==> config.mk <==
export PLATFORM = sky130hd
export DESIGN_NAME = instr_fetch
export DESIGN_NICKNAME = d
export VERILOG_FILES = /design/src/rtl/cpu_pkg.sv /design/src/rtl/fetch_pc.sv /design/src/rtl/instr_fetch.sv
export SDC_FILE = /design/constraint.sdc
export NUM_CORES = 1
export LEC_CHECK = 0
export CAP_MARGIN = 10
export CORE_MARGIN = 2
export CORE_UTILIZATION = 45
export CTS_CLUSTER_SIZE = 24
export DETAILED_ROUTE_END_ITERATION = 10
export PLACE_DENSITY_LB_ADDON = 0.3
export SYNTH_ARGS = -nofsm -noshare
export SYNTH_HDL_FRONTEND = slang
export SYNTH_SLANG_ARGS = --single-unit
==> constraint.sdc <==
create_clock -name clk -period 2.3 [get_ports clk]
set_input_delay 0.46 -clock clk [delete_from_list [all_inputs] [get_ports clk]]
set_output_delay 0.46 -clock clk [all_outputs]
set_load 0.01 [all_outputs]
==> src/rtl/cpu_pkg.sv <==
`default_nettype none
// ============================================================================
// Module      : cpu_pkg
// Description : Shared types and constants for the instruction fetch path:
//               fetch FSM state encoding, PC defaults and the NOP word.
// Revision    : 1.0 - initial release
// ============================================================================
package cpu_pkg;

  // Fetch FSM states, explicit 2-bit encoding
  typedef enum logic [1:0] {
    ST_IDLE  = 2'd0,
    ST_WAIT  = 2'd1,
    ST_DRAIN = 2'd2
  } fetch_state_t;

  localparam int unsigned C_PC_STEP   = 4;
  localparam logic [31:0] C_RESET_PC  = 32'h0000_0000;
  localparam logic [31:0] C_NOP_WORD  = 32'h0000_0000;

endpackage
`default_nettype wire

==> src/rtl/fetch_pc.sv <==
`default_nettype none
// ============================================================================
// Module      : fetch_pc
// Description : Fetch program counter. A load (branch/jump) takes priority
//               over an increment and is forced to word alignment.
// Revision    : 1.0 - initial release
// ============================================================================
module fetch_pc
  import cpu_pkg::*;
#(
  parameter int unsigned          ADDR_W   = 32,
  parameter logic [ADDR_W-1:0]    RESET_PC = ADDR_W'(C_RESET_PC),
  parameter int unsigned          PC_STEP  = C_PC_STEP
) (
  input  logic              clk,
  input  logic              rst_n,
  input  logic              load,
  input  logic [ADDR_W-1:0] load_pc,
  input  logic              inc,
  input  logic [ADDR_W-1:0] inc_base,
  output logic [ADDR_W-1:0] pc
);

  logic [ADDR_W-1:0] r_pc;

  // PC register: redirect load wins; increment is relative to the delivered address
  always_ff @(posedge clk or negedge rst_n) begin
    if (!rst_n) begin
      r_pc <= RESET_PC;
    end else if (load) begin
      r_pc <= {load_pc[ADDR_W-1:2], 2'b00};
    end else if (inc) begin
      r_pc <= inc_base + ADDR_W'(PC_STEP);
    end
  end

  assign pc = r_pc;

endmodule
`default_nettype wire

==> src/rtl/instr_fetch.sv <==
`default_nettype none
// ============================================================================
// Module      : instr_fetch
// Description : Instruction fetch unit. Issues req/ack reads to instruction
//               memory, delivers each good word to the IR with a one-cycle
//               IRWre strobe, and drops responses made stale by a redirect.
// Revision    : 1.0 - initial release
// ============================================================================
module instr_fetch
  import cpu_pkg::*;
#(
  parameter int unsigned          ADDR_W   = 32,
  parameter logic [ADDR_W-1:0]    RESET_PC = ADDR_W'(C_RESET_PC),
  parameter int unsigned          PC_STEP  = C_PC_STEP
) (
  input  logic              clk,
  input  logic              Reset,
  input  logic              FetchReq,
  input  logic              Redirect,
  input  logic [ADDR_W-1:0] RedirectPC,
  output logic              MemReq,
  output logic [ADDR_W-1:0] MemAddr,
  input  logic              MemAck,
  input  logic [31:0]       MemData,
  output logic [31:0]       InstrData,
  output logic              IRWre,
  output logic [ADDR_W-1:0] PCOut,
  output logic              FetchDone,
  output logic              Busy
);

  fetch_state_t      r_state, w_next_state;
  logic              r_mem_req, w_mem_req;
  logic [ADDR_W-1:0] r_mem_addr, w_mem_addr;
  logic [31:0]       r_instr, w_instr;
  logic [ADDR_W-1:0] r_pcout, w_pcout;
  logic              r_irwre, w_irwre;
  logic              w_pc_load, w_pc_inc;
  logic [ADDR_W-1:0] w_pc;
  logic [ADDR_W-1:0] w_redirect_aligned;

  assign w_redirect_aligned = {RedirectPC[ADDR_W-1:2], 2'b00};

  fetch_pc #(
    .ADDR_W   (ADDR_W),
    .RESET_PC (RESET_PC),
    .PC_STEP  (PC_STEP)
  ) u_fetch_pc (
    .clk      (clk),
    .rst_n    (Reset),
    .load     (w_pc_load),
    .load_pc  (RedirectPC),
    .inc      (w_pc_inc),
    .inc_base (r_mem_addr),
    .pc       (w_pc)
  );

  // Next-state and next-output logic; a redirect always retargets the PC
  always_comb begin
    w_next_state = r_state;
    w_mem_req    = r_mem_req;
    w_mem_addr   = r_mem_addr;
    w_instr      = r_instr;
    w_pcout      = r_pcout;
    w_irwre      = 1'b0;
    w_pc_load    = 1'b0;
    w_pc_inc     = 1'b0;
    case (r_state)
      ST_IDLE: begin
        w_pc_load = Redirect;
        if (FetchReq) begin
          w_mem_req    = 1'b1;
          w_mem_addr   = Redirect ? w_redirect_aligned : w_pc;
          w_next_state = ST_WAIT;
        end
      end
      ST_WAIT: begin
        if (MemAck && !Redirect) begin
          w_instr      = MemData;
          w_pcout      = r_mem_addr;
          w_pc_inc     = 1'b1;
          w_irwre      = 1'b1;
          w_mem_req    = 1'b0;
          w_next_state = ST_IDLE;
        end else if (Redirect && MemAck) begin
          // Old request retired this cycle: reissue straight at the target
          w_pc_load    = 1'b1;
          w_mem_addr   = w_redirect_aligned;
        end else if (Redirect) begin
          // Request cannot be withdrawn: let it finish, then discard it
          w_pc_load    = 1'b1;
          w_next_state = ST_DRAIN;
        end
      end
      ST_DRAIN: begin
        w_pc_load = Redirect;
        if (MemAck) begin
          // Stale data dropped; the owed fetch goes to the latest target
          w_mem_addr   = Redirect ? w_redirect_aligned : w_pc;
          w_next_state = ST_WAIT;
        end
      end
      default: begin
        w_mem_req    = 1'b0;
        w_next_state = ST_IDLE;
      end
    endcase
  end

  // FSM state register
  always_ff @(posedge clk or negedge Reset) begin
    if (!Reset) begin
      r_state <= ST_IDLE;
    end else begin
      r_state <= w_next_state;
    end
  end

  // Registered memory request and IR-side outputs
  always_ff @(posedge clk or negedge Reset) begin
    if (!Reset) begin
      r_mem_req  <= 1'b0;
      r_mem_addr <= RESET_PC;
      r_instr    <= C_NOP_WORD;
      r_pcout    <= RESET_PC;
      r_irwre    <= 1'b0;
    end else begin
      r_mem_req  <= w_mem_req;
      r_mem_addr <= w_mem_addr;
      r_instr    <= w_instr;
      r_pcout    <= w_pcout;
      r_irwre    <= w_irwre;
    end
  end

  assign MemReq    = r_mem_req;
  assign MemAddr   = r_mem_addr;
  assign InstrData = r_instr;
  assign PCOut     = r_pcout;
  assign IRWre     = r_irwre;
  assign FetchDone = r_irwre;
  assign Busy      = (r_state != ST_IDLE);

endmodule
`default_nettype wire

* Word-level counts from Yosys, hierarchy flattened
Index checks and enable logic that the tools add are counted.
Operators by class: bitwise operators 1, mux-type cells 23, add/sub/neg operators 1, equality and inequality tests 9, reductions and logical operators 12
Operator list (count):
- 32-bit two-way mux | 7
- 32-bit one-hot mux with 3 select lines | 1
- 32-bit by 3-bit adder with 32-bit output (second input constant) | 1
- 2-bit two-way mux | 5
- 2-bit inequality test (second input constant) | 5
- 1-bit two-way mux | 7
- 3-bit inequality test (second input constant) | 2
- 2-bit one-hot mux with 3 select lines | 1
- 5-bit AND reduction | 1
- 4-bit AND reduction | 1
- 2-bit nonzero test | 2
- 1-bit one-hot mux with 3 select lines | 1
- 3-bit AND reduction | 1
- 3-bit nonzero test | 1
- 2-bit by 1-bit == test with 1-bit output (second input constant) | 1
- 2-bit == test (second input constant) | 1
- 1-bit logical AND | 2
- 2-bit logical NOT | 1
- 1-bit one-hot mux with 2 select lines | 1
- 2-bit AND reduction | 1
- 2-bit OR reduction | 1
- 1-bit logical NOT | 1
- 1-bit inverter | 1
Word-level totals: bits in registers 132

* Longest topological paths before layout
word-level depth 6, gate-level depth with buffers 9, mapped depth without buffers 6

* Modules after synthesis
From an unflattened synthesis, not the netlist that was laid out.
Unflattened totals: cell total of the unflattened synthesis 554, area total of the unflattened synthesis 6184.7 sq um
Modules (own cells, without submodules):
- instr_fetch | area an instance 4232.8 sq um, sequential area each 2502.4 sq um, cells each 348, instances 1
- fetch_pc | area an instance 1951.9 sq um, sequential area each 800.8 sq um, cells each 206, instances 1

* Worst setup path before layout
OpenSTA, ideal clock, no wires.
path kind flip-flop to flip-flop, from reg r_mem_addr[2], in the netlist MemAddr[2], to reg u_fetch_pc.r_pc[22], in the netlist u_fetch_pc.pc[22], arrival time 1.594 ns, cell stages (with the launch flop) 7, slack 0.637 ns, buffers on the path 0, cells stage by stage dfrtp_1 -> ha_1 -> nand3_1 -> nor2_2 -> nand2_2 -> or4_1 -> nand3_1
On the way: word-level cells in the longest chain between the ends 3
RTL lines:
- start: declaration | RTL line instr_fetch.sv:34 | logic [ADDR_W-1:0] r_mem_addr, w_mem_addr;
- start signal: assignment | RTL line instr_fetch.sv:129 | r_mem_addr <= w_mem_addr;
- 32-bit by 3-bit adder with 32-bit output | RTL line fetch_pc.sv:33 | r_pc <= inc_base + ADDR_W'(PC_STEP);
- 32-bit two-way mux | RTL line fetch_pc.sv:32 | end else if (inc) begin
- 32-bit two-way mux | RTL line fetch_pc.sv:30 | end else if (load) begin
- end signal: assignment | RTL line fetch_pc.sv:31 | r_pc <= {load_pc[ADDR_W-1:2], 2'b00};
- end signal: assignment | RTL line fetch_pc.sv:33
- end: declaration | RTL line fetch_pc.sv:24 | logic [ADDR_W-1:0] r_pc;
Every way passes these cells. The select of a mux whose other input is x is not followed. A chain may end at the register's enable or synchronous reset.

* Worst setup path in the final report
from reg r_state[0], to out Busy
On the way: word-level cells in the longest chain between the ends 1
RTL lines:
- start: declaration | RTL line instr_fetch.sv:32 | fetch_state_t r_state, w_next_state;
- start signal: assignment | RTL line instr_fetch.sv:115 | r_state <= w_next_state;
- 2-bit nonzero test | RTL line instr_fetch.sv:142 | assign Busy = (r_state != ST_IDLE);
- end: declaration | RTL line instr_fetch.sv:29 | output logic Busy
Every way passes these cells.

==> results.tsv <==
stage	metric	value	unit
run_status	status	finished clean	
sta	finClkSkew	0.01211	ns
sta	worstMarginPinSlew	0.4746	ns
critical_path	worstPathRequired	1.84	ns
route	drt_first_pass_iters	5	
clock_tree	cts_setup_buffers	0	
route	wirelength	15350	µm
grt	grt_usage	22.25	%
route	vias	5085	
logic_synthesis	ys.warnings.count	0	
logic_synthesis	synth_cells	627	
sta	slew_viol_final	0	
critical_path	worst_setup_path_start_kind	register	
floorplan	start_util	45.71	%
logic_synthesis	synth_cell_type_count	52	
layout	final_area	8399	µm²
sta	fmax	461.0	MHz
grt	grt_pass1_vias	5084	
placed_design	routabilityCongestion	0.8071	
sta	setup-violations-final	0	
sta	tns	0	ns
critical_path	endpoint_kind	output port	
clock_tree	cts_made_buffers	17	
clock_tree	clock_sinks	132	
route	drc	0	
floorplan	die_x	119.5	µm
sta	slew_headroom	68.12	%
layout	antenna_cells	0	
hold_path	hold_path_class	register to register	
logic_synthesis	syn_nets	697	
clock_tree	cts_tree	yes	
critical_path	worstPathMaxFanout	10	
logic_synthesis	synth-edff-count	0	
layout	syn_to_final_growth	39.85	%
critical_path	arrival	1.71	ns
logic_synthesis	syn_avg_cell_area	9.579	µm²
pwr	vdd_ir_drop_max	0.0007506	V
grt	antenna_found_initial	0	
route	via_per_inst	5.215	
floorplan	die_h	119.5	µm
sta	hold_violations	0	
placed_design	portBuffers	166	
job	cap_violations	0	
placed_design	dpl_cell_area	7888	µm²
placed_design	dp_hpwl	10390	µm
layout	drive_gt1_share	7.635	%
logic_synthesis	async_flop_share	100.0	%
pwr	p_leak	0.003794	µW
grt	grt_max_degree	66	
route	avgRoutedWirePerCell	15.75	µm
route	drt_iter0_markers	375	
clock_tree	cts.clk_slew.worst_paths	0.05	ns
clock_tree	cts_root_buf	clkbuf_16	
layout	final_cell_count_no_fill	975	
grt	grt_overflow	0	
floorplan	core_area	13140	µm²
floorplan	dieArea	14290	µm²
sta	rsz0062_at_grt	no	
logic_synthesis	synth_common_cells	nand2_1, dfrtp_1, o21ai_0	
sta	min_period	2.169	ns
logic_synthesis	synth_area_leaders	dfrtp_1, nand2_1, mux2i_1, o21ai_0, a22oi_1	
floorplan	row_count	42	
logic_synthesis	synth_top_area_share	55.00	%
route	ant_nets	0	
logic_synthesis	ys_seq_elements	132	
placed_design	place_inst	945	
logic_synthesis	syn_area	6006	µm²
clock_tree	ctsHtreeMaxLevel	4	
floorplan	ios	169	
layout	fin_nets	859	
sta	min_period_over_period	94.31	%
grt	grt_pass1_wl	25340	µm
logic_synthesis	synthFlopType	dfrtp_1	
logic_synthesis	yosys.area.top_type	dfrtp_1	
clock_tree	insertion_delay	0.41	ns
critical_path	path_class	register to output port	
logic_synthesis	yosysSeqAreaShare	55.00	%
logic_synthesis	yosysMostFrequentCell	nand2_1	
clock_tree	cts_buffer_depth	2	
pwr	power_density	1286	nW/µm²
[worst paths after layout]
| check | depth (start not counted) | slack, ns | end | from |
|---|---|---|---|---|
| max | 2 | 0.13 | Busy | r_state[0] |
| min | 2 | 0.47 | InstrData[26] | InstrData[26] |
| max reg2reg | 6 | 0.36 | u_fetch_pc.pc[22] | MemAddr[2] |
| min reg2reg | 2 | 0.47 | InstrData[26] | InstrData[26] |
| max in group asynchronous | 3 | 1.05 | PCOut[18] | Reset |
| min in group asynchronous | 2 | 0.53 | PCOut[8] | Reset |
[layer usage]
layer	routed length, µm	share of wire [%]	up-vias	track usage, %
met5	0	0	-	0
met4	242	1.6	0	7.721
met3	1122	7.3	23	5.418
met2	7111	46	223	34.79
met1	6875	45	2424	30.51
li1	-	-	2415	-
[final cells by class]
cell class              count  area (µm²)
clock buffers              24       471.7
multi-input cells         453        2487
flip-flops and latches    132        3303
well taps                 176       220.2
repair buffers            182        1873
clock inverters             5       30.03
inverters                   3       13.76
fillers                  1023        4738
[flip-flops by register name, summed over array words and instances (netlist names)]
signal	cells
PCOut	32
InstrData	32
MemReq	1
FetchDone	1
u_fetch_pc.pc	32
MemAddr	32
r_state	2
[metrics by stage]
stage	hold WS, ns	power [µW]	worst slack [ns]	utilization (%)
after floorplan	0.1644	6112	0.6373	-
after global placement	0.3669	8360	0.1405	60.04
after detailed placement	0.3697	8523	0.07922	60.04
after CTS	0.4758	10870	0.1234	63.93
after global routing	0.4986	11500	0.07187	63.93
final	0.4703	10800	0.1308	63.93
[timing repair]
item	in CTS	in global routing
endpoints found under the setup margin	0	0
resized for setup	0	0
hold buffers	1	0
hold endpoints to repair	32	0
[critical path, stage by stage, from the launching register on]
cell and delay [ns]:
dfrtp_1 0.49, or2_2 0.32, clkdlybuf4s50_1 0.48
[where the power goes]
group	switching, µW	total (µW)	internal, µW
logic	1940	4230	2290
clock network	914	2320	1410
registers	955	4250	3290
total	3810	10800	6990
[cell usage in the layout (no fill, tap or decap), types with 7 or more instances in the layout]
| cell | synthesis | layout |
|---|---|---|
| dfrtp_1 | 132 | 132 |
| clkdlybuf4s50_1 | 0 | 165 |
| o21ai_0 | 41 | 41 |
| buf_12 | 0 | 7 |
| clkbuf_16 | 0 | 17 |
| xor2_1 | 18 | 18 |
| o21ai_1 | 20 | 20 |
| buf_4 | 4 | 8 |
| a22oi_1 | 25 | 25 |
| nand3_1 | 15 | 15 |
| nand2_1 | 235 | 235 |
| mux2i_1 | 31 | 31 |
| nor2_1 | 8 | 8 |
| xnor2_1 | 7 | 7 |
[cells by family (layout without fill, tap and decap cells)]
family / after synthesis / after routing / synth area share [%]
AND/OR/NAND/NOR: 293 / 293 / 21.65
multiplexers: 32 / 32 / 5.354
XOR/XNOR: 25 / 25 / 3.646
adder cells (fa/ha/maj): 1 / 1 / 0.2083
buffers and inverters: 42 / 214 / 3.854
AO/OA/AOI/OAI: 102 / 102 / 10.29
flip-flops: 132 / 132 / 55.00
No activity file was read; power rests on OpenSTA's default activity.
==> edit 1 (same settings) <==
`ADDR_W` is set to 32 in 2 places; all go to 64.
--- a/src/rtl/fetch_pc.sv
+++ b/src/rtl/fetch_pc.sv
@@ -9,5 +9,5 @@
   import cpu_pkg::*;
 #(
-  parameter int unsigned          ADDR_W   = 32,
+  parameter int unsigned          ADDR_W   = 64,
   parameter logic [ADDR_W-1:0]    RESET_PC = ADDR_W'(C_RESET_PC),
   parameter int unsigned          PC_STEP  = C_PC_STEP
--- a/src/rtl/instr_fetch.sv
+++ b/src/rtl/instr_fetch.sv
@@ -10,5 +10,5 @@
   import cpu_pkg::*;
 #(
-  parameter int unsigned          ADDR_W   = 32,
+  parameter int unsigned          ADDR_W   = 64,
   parameter logic [ADDR_W-1:0]    RESET_PC = ADDR_W'(C_RESET_PC),
   parameter int unsigned          PC_STEP  = C_PC_STEP
Interface: changed (resized MemAddr, PCOut and RedirectPC); port bits go from 169 to 265. No check against the original RTL was run, so the function may have changed too.
==> edit 1 against the unedited design <==
- power grew 82%
- wire length increased by 100%
- largest cell class unchanged
- clock skew is 0.00097 ns higher
- setup slack worse by 0.066 ns
- clock power is 80% higher
- maximum frequency is 2.9% lower
- sequential cell count rose by 96
- area after synthesis up 76%
- cell area increased by 79%
- sequential share of layout area fell by 1.4 points
==> edit 1: results (changes against the unedited design) <==
- Static leakage: 6.69 nW (+76%)
- Vias per cell: 5.26 (+0.83%)
- Average instance area after synthesis: 9.35 um^2 (-2.3%)
- Fraction of layout instances using a drive strength above 1: 10.4% (+2.8 points)
- Endpoint of the most critical register-to-register path: u_fetch_pc.pc[42]
- Switching power as a share of total power: 35.7% (+0.43 points)
- Total placed instance area: 14100 um^2 (+79%)
- HP Start: MemData[11]
- Cell variety after synth: 47 (-9.6%)
- Nets@finish: 1535 (+79%)
- Worst reg2reg path depth: 7 (+1)
- Worst Skew: 0.0131 ns (+0.000975 ns)
- Buffer levels on the longest clock path: 3 (+1)
- Most numerous cell types in the synthesized netlist: 371 x sky130_fd_sc_hd__nand2_1, 228 x sky130_fd_sc_hd__dfrtp_1, 117 x sky130_fd_sc_hd__o21ai_0
- Max H-tree Level: 1 (-3)
- Worst setup slack after placement: -0.000750 ns (-0.0800 ns)
- CTS Buf Count: 26 (+9)
- Worst reg2reg path startpoint: MemAddr[13]
- Number of violations reported at the end of detailed-routing iteration 0: 588 (+57%)
- Wire length of the first global-routing pass: 48600 um (+92%)
- Slew of the pin with the lowest slew margin: 0.524 ns (+0.0498 ns)
- Count of placed standard cells including taps: 1718 (+82%)
- Fraction of the yosys area taken by sequential cells: 53.9% (-1.1 points)
- Total routing usage reported by global routing: 24.6% (+2.3 points)
- Final estimated routing congestion in global placement: 0.801 (-0.79%)
- Destination of the worst hold path: InstrData[11]
- Net count after synthesis: 1233 (+77%)
- Clock latency at the later pin of the worst-skew pair: 0.53 ns (+0.12 ns)
- Reg2Reg Setup Slack: 0.16 ns (-0.20 ns)
- Routed length per instance: 17.5 um (+11%)
- Number of global-route vias before repair: 9297 (+83%)
- Total wire length after detailed routing: 31000 um (+100%)
- Result of the run: complete, no violations
- Final worst-path cycle share: 97.2% (+2.9 points)
- Post-DP HPWL: 21100 um (+100%)
- Leading cell types by total area after synthesis: sky130_fd_sc_hd__dfrtp_1 54%, sky130_fd_sc_hd__nand2_1 13%, sky130_fd_sc_hd__mux2i_1 6.2%
- Root Buffer Master: sky130_fd_sc_hd__clkbuf_16
- Number of buffer cells added on primary ports: 262 (+58%)
- Hold slack final: 0.462 ns (-0.00799 ns)
- Pin count of the biggest net entering global routing: 65 (-1.5%)
[edit 1: changes by cell type after synthesis, moves of 9 or more]
cell / change
sky130_fd_sc_hd__nand4_1: +17
sky130_fd_sc_hd__mux2i_1: +34
sky130_fd_sc_hd__nand2_1: +136
sky130_fd_sc_hd__dfrtp_1: +96
sky130_fd_sc_hd__nor2_1: +12
sky130_fd_sc_hd__xnor2_1: +15
sky130_fd_sc_hd__nand3_1: +11
sky130_fd_sc_hd__xor2_1: +15
sky130_fd_sc_hd__buf_1: +12
sky130_fd_sc_hd__clkbuf_1: +37
sky130_fd_sc_hd__o21ai_0: +76
sky130_fd_sc_hd__o21ai_1: -9
sky130_fd_sc_hd__a22oi_1: +31
[edit 1: logic make-up (layout without fill, tap and decap cells)]
| group | after synthesis | after routing | synth area share, % |
|---|---|---|---|
| flip-flops | 228 | 228 | 53.9 |
| multiplexers | 66 | 66 | 6.26 |
| AO/OA/AOI/OAI | 205 | 205 | 11.5 |
| adder cells (fa/ha/maj) | 1 | 1 | 0.118 |
| XOR/XNOR | 55 | 55 | 4.55 |
| AND/OR/NAND/NOR | 492 | 492 | 20.4 |
| buffers and inverters | 84 | 402 | 3.22 |
[edit 1: power groups by stage]
stage,registers [mW],logic (mW),clock network (mW)
floorplan,7.62,2.98,0
global placement,6.89,8.33,0
detailed placement,6.97,8.50,0
CTS,6.92,8.55,4.28
global route,7.14,9.28,4.45
finish,6.93,8.50,4.18
[edit 1: final cells by class]
class	count	area, um^2
fill	1887	8190
timing repair buffer	348	3480
sequential	228	5710
tap	319	399
clock inverter	10	130
inverter	10	40.0
clock buffer	34	732
multi-input combinational	819	4580
[edit 1: through the flow]
stage,setup TNS [ns],utilization [%]
after floorplan,0,-
final,0,64.8
after CTS,0,64.6
after global placement,0,60.8
after global routing,0,64.8
after detailed placement,-0.000750,60.8
[edit 1: routing by layer]
metal,routed length (um),track usage [%],vias up
li1,-,-,4448
met1,13300,32.4,4494
met2,14500,40.6,305
met3,2520,5.86,50
met4,703,7.01,0
met5,0,0,-
[edit 1: worst max-delay path, cell delays in order, from the launching register on]
cell	delay, ns
sky130_fd_sc_hd__dfrtp_2	0.48
sky130_fd_sc_hd__or2_2	0.30
sky130_fd_sc_hd__clkdlybuf4s50_1	0.48
[edit 1: repair_timing]
item,CTS,global route
pin swaps,0,1
hold buffers,1,0
resized for setup,2,2
endpoints found under the setup margin,1,3
hold endpoints to repair,58,0
setup buffers,0,5
cloned,0,0
==> edit 2 (same flow settings) <==
Made on the original files. The 3 states of `fetch_state_t` get a one-hot encoding in 3 bits.
--- a/src/rtl/cpu_pkg.sv
+++ b/src/rtl/cpu_pkg.sv
@@ -9,8 +9,8 @@
 
   // Fetch FSM states, explicit 2-bit encoding
-  typedef enum logic [1:0] {
-    ST_IDLE  = 2'd0,
-    ST_WAIT  = 2'd1,
-    ST_DRAIN = 2'd2
+  typedef enum logic [2:0] {
+    ST_IDLE  = 3'b001,
+    ST_WAIT  = 3'b010,
+    ST_DRAIN = 3'b100
   } fetch_state_t;
 
Formal check against the unedited RTL: no difference found for any inputs over 4 cycles, from zero or initial values and one cycle with Reset low; so few cycles prove little.
==> edit 2 against the unedited design <==
- the run now ends with negative hold slack left
- combinational power increased by 6.1%
- power increased by 8.6%
- sequential cell count increased by 1
- synthesized cell count increased by 2.2%
- setup slack got worse by 0.042 ns
- sequential power decreased by 3%
- cell area increased by 3.9%
- non-clock buffer count increased by 12
- via count increased by 3.0%
- global-route usage increased by 1.5 points
- wire length increased by 5.0%
- area after synthesis about the same
- critical path depth increased by 1
==> edit 2: results (changes against the unedited design) <==
- Post-DP HPWL: 10800 um (+4.4%)
- Fraction of layout instances using a drive strength above 1: 8.95% (+1.3 points)
- Final estimated routing congestion in global placement: 0.812 (+0.61%)
- Max Freq: 452 MHz (-1.9%)
- Worst hold path type: in -> async
- Static leakage: 4.02 nW (+6.0%)
- Worst Skew: 0.00616 ns (-0.00594 ns)
- Average instance area after synthesis: 9.36 um^2 (-2.3%)
- Number of failing hold endpoints at the final stage: 3 (+3)
- Worst reg2reg path startpoint: r_state[2]
- Violations in the final reports: negative hold slack
- Nets@finish: 884 (+2.9%)
- Result of the run: finished, violations left
- Fraction of the yosys area taken by sequential cells: 55.5% (+0.48 points)
- Total routing usage reported by global routing: 23.8% (+1.5 points)
- Cell variety after synth: 42 (-19%)
- Endpoint of the most critical register-to-register path: u_fetch_pc.pc[26]
- Final cell count without fillers: 1003 (+2.9%)
- Number of vias in the routed layout: 5237 (+3.0%)
- Count of placed standard cells including taps: 969 (+2.5%)
- Total wire length after detailed routing: 16100 um (+5.0%)
- Net count after synthesis: 711 (+2.0%)
- Hold slack final: -0.00473 ns (-0.475 ns)
- Crit path from: r_state[0]
- Layout filler cell count: 1021 (-0.20%)
- Wire length of the first global-routing pass: 26800 um (+5.7%)
- Total placed instance area: 8020 um^2 (+1.7%)
- Leading cell types by total area after synthesis: sky130_fd_sc_hd__dfrtp_1 55%, sky130_fd_sc_hd__nand2_1 16%, sky130_fd_sc_hd__mux2i_1 5.0%
- Number of global-route vias before repair: 5382 (+5.9%)
- Largest driver fanout on the critical path: 4 (-6)
[edit 2: cell types whose count changed after synthesis, sizes merged, moves of 5 or more]
cell and change:
xnor2 +8, clkbuf +5, nor3 +6, nand3 -8, o21ai -7, o221ai +5, and4 +6, nand2 +13
[edit 2: cell type report]
type	instances	area [um^2]	area share (%)
sequential	133	3330	38.2
multi-input combinational	464	2520	28.8
timing repair buffer	194	1960	22.5
clock buffer	17	425	4.88
clock inverter	15	259	2.97
tap	176	220	2.52
inverter	4	15.0	0.172
[edit 2: worst min path at each step]
| stage | slack (ns) | end | cells past startpoint |
|---|---|---|---|
| 2_1_floorplan | 0.16 | FetchDone | 0 |
| 3_3_place_gp | 0.45 | InstrData[10] | 1 |
| 3_5_place_dp | 0.46 | InstrData[11] | 1 |
| 4_1_cts | 0.01 | InstrData[11] | 1 |
| 5_1_grt | 0.02 | InstrData[10] | 1 |
| 6_report | -0.005 | InstrData[11] | 1 |
[edit 2: logic make-up after synthesis]
family / Yosys count / synth area share (%)
xor gates and xnor gates: 29 / 4.23
buffers and inverters: 44 / 3.21
muxes: 30 / 5.00
AOI/OAI and AO/OA: 97 / 10.1
and+or+nand+nor: 307 / 21.8
adders and majority gates: 1 / 0.208
DFF: 133 / 55.5
[edit 2: routing by layer]
layer  vias to the layer above  routed length (um)  GRT usage, %
met5                         -                   0             0
met4                         0                 306          8.75
met3                        25                1050          5.94
met2                       210                7710          38.0
met1                      2512                7050          31.5
li1                       2490                   -             -
[edit 2: repair_timing]
| action | 4_1_cts | 5_1_grt |
|---|---|---|
| endpoints found under the hold margin | 0 | 0 |
| hold buffers | 0 | 0 |
| endpoints found under the setup margin | 1 | 0 |
| setup buffers | 2 | 0 |
| resized for setup | 1 | 0 |
[edit 2: worst max-delay path: stages (launching register included)]
cell and delay, ns:
sky130_fd_sc_hd__dfstp_2 0.54, sky130_fd_sc_hd__nor3b_4 0.22, sky130_fd_sc_hd__inv_2 0.09, sky130_fd_sc_hd__clkdlybuf4s50_1 0.48
[edit 2: where the power goes]
part           internal [mW]  total [mW]  switching (mW)
logic                   2.39        4.49            2.10
registers               3.34        4.11           0.769
clock network           2.13        3.13           0.999
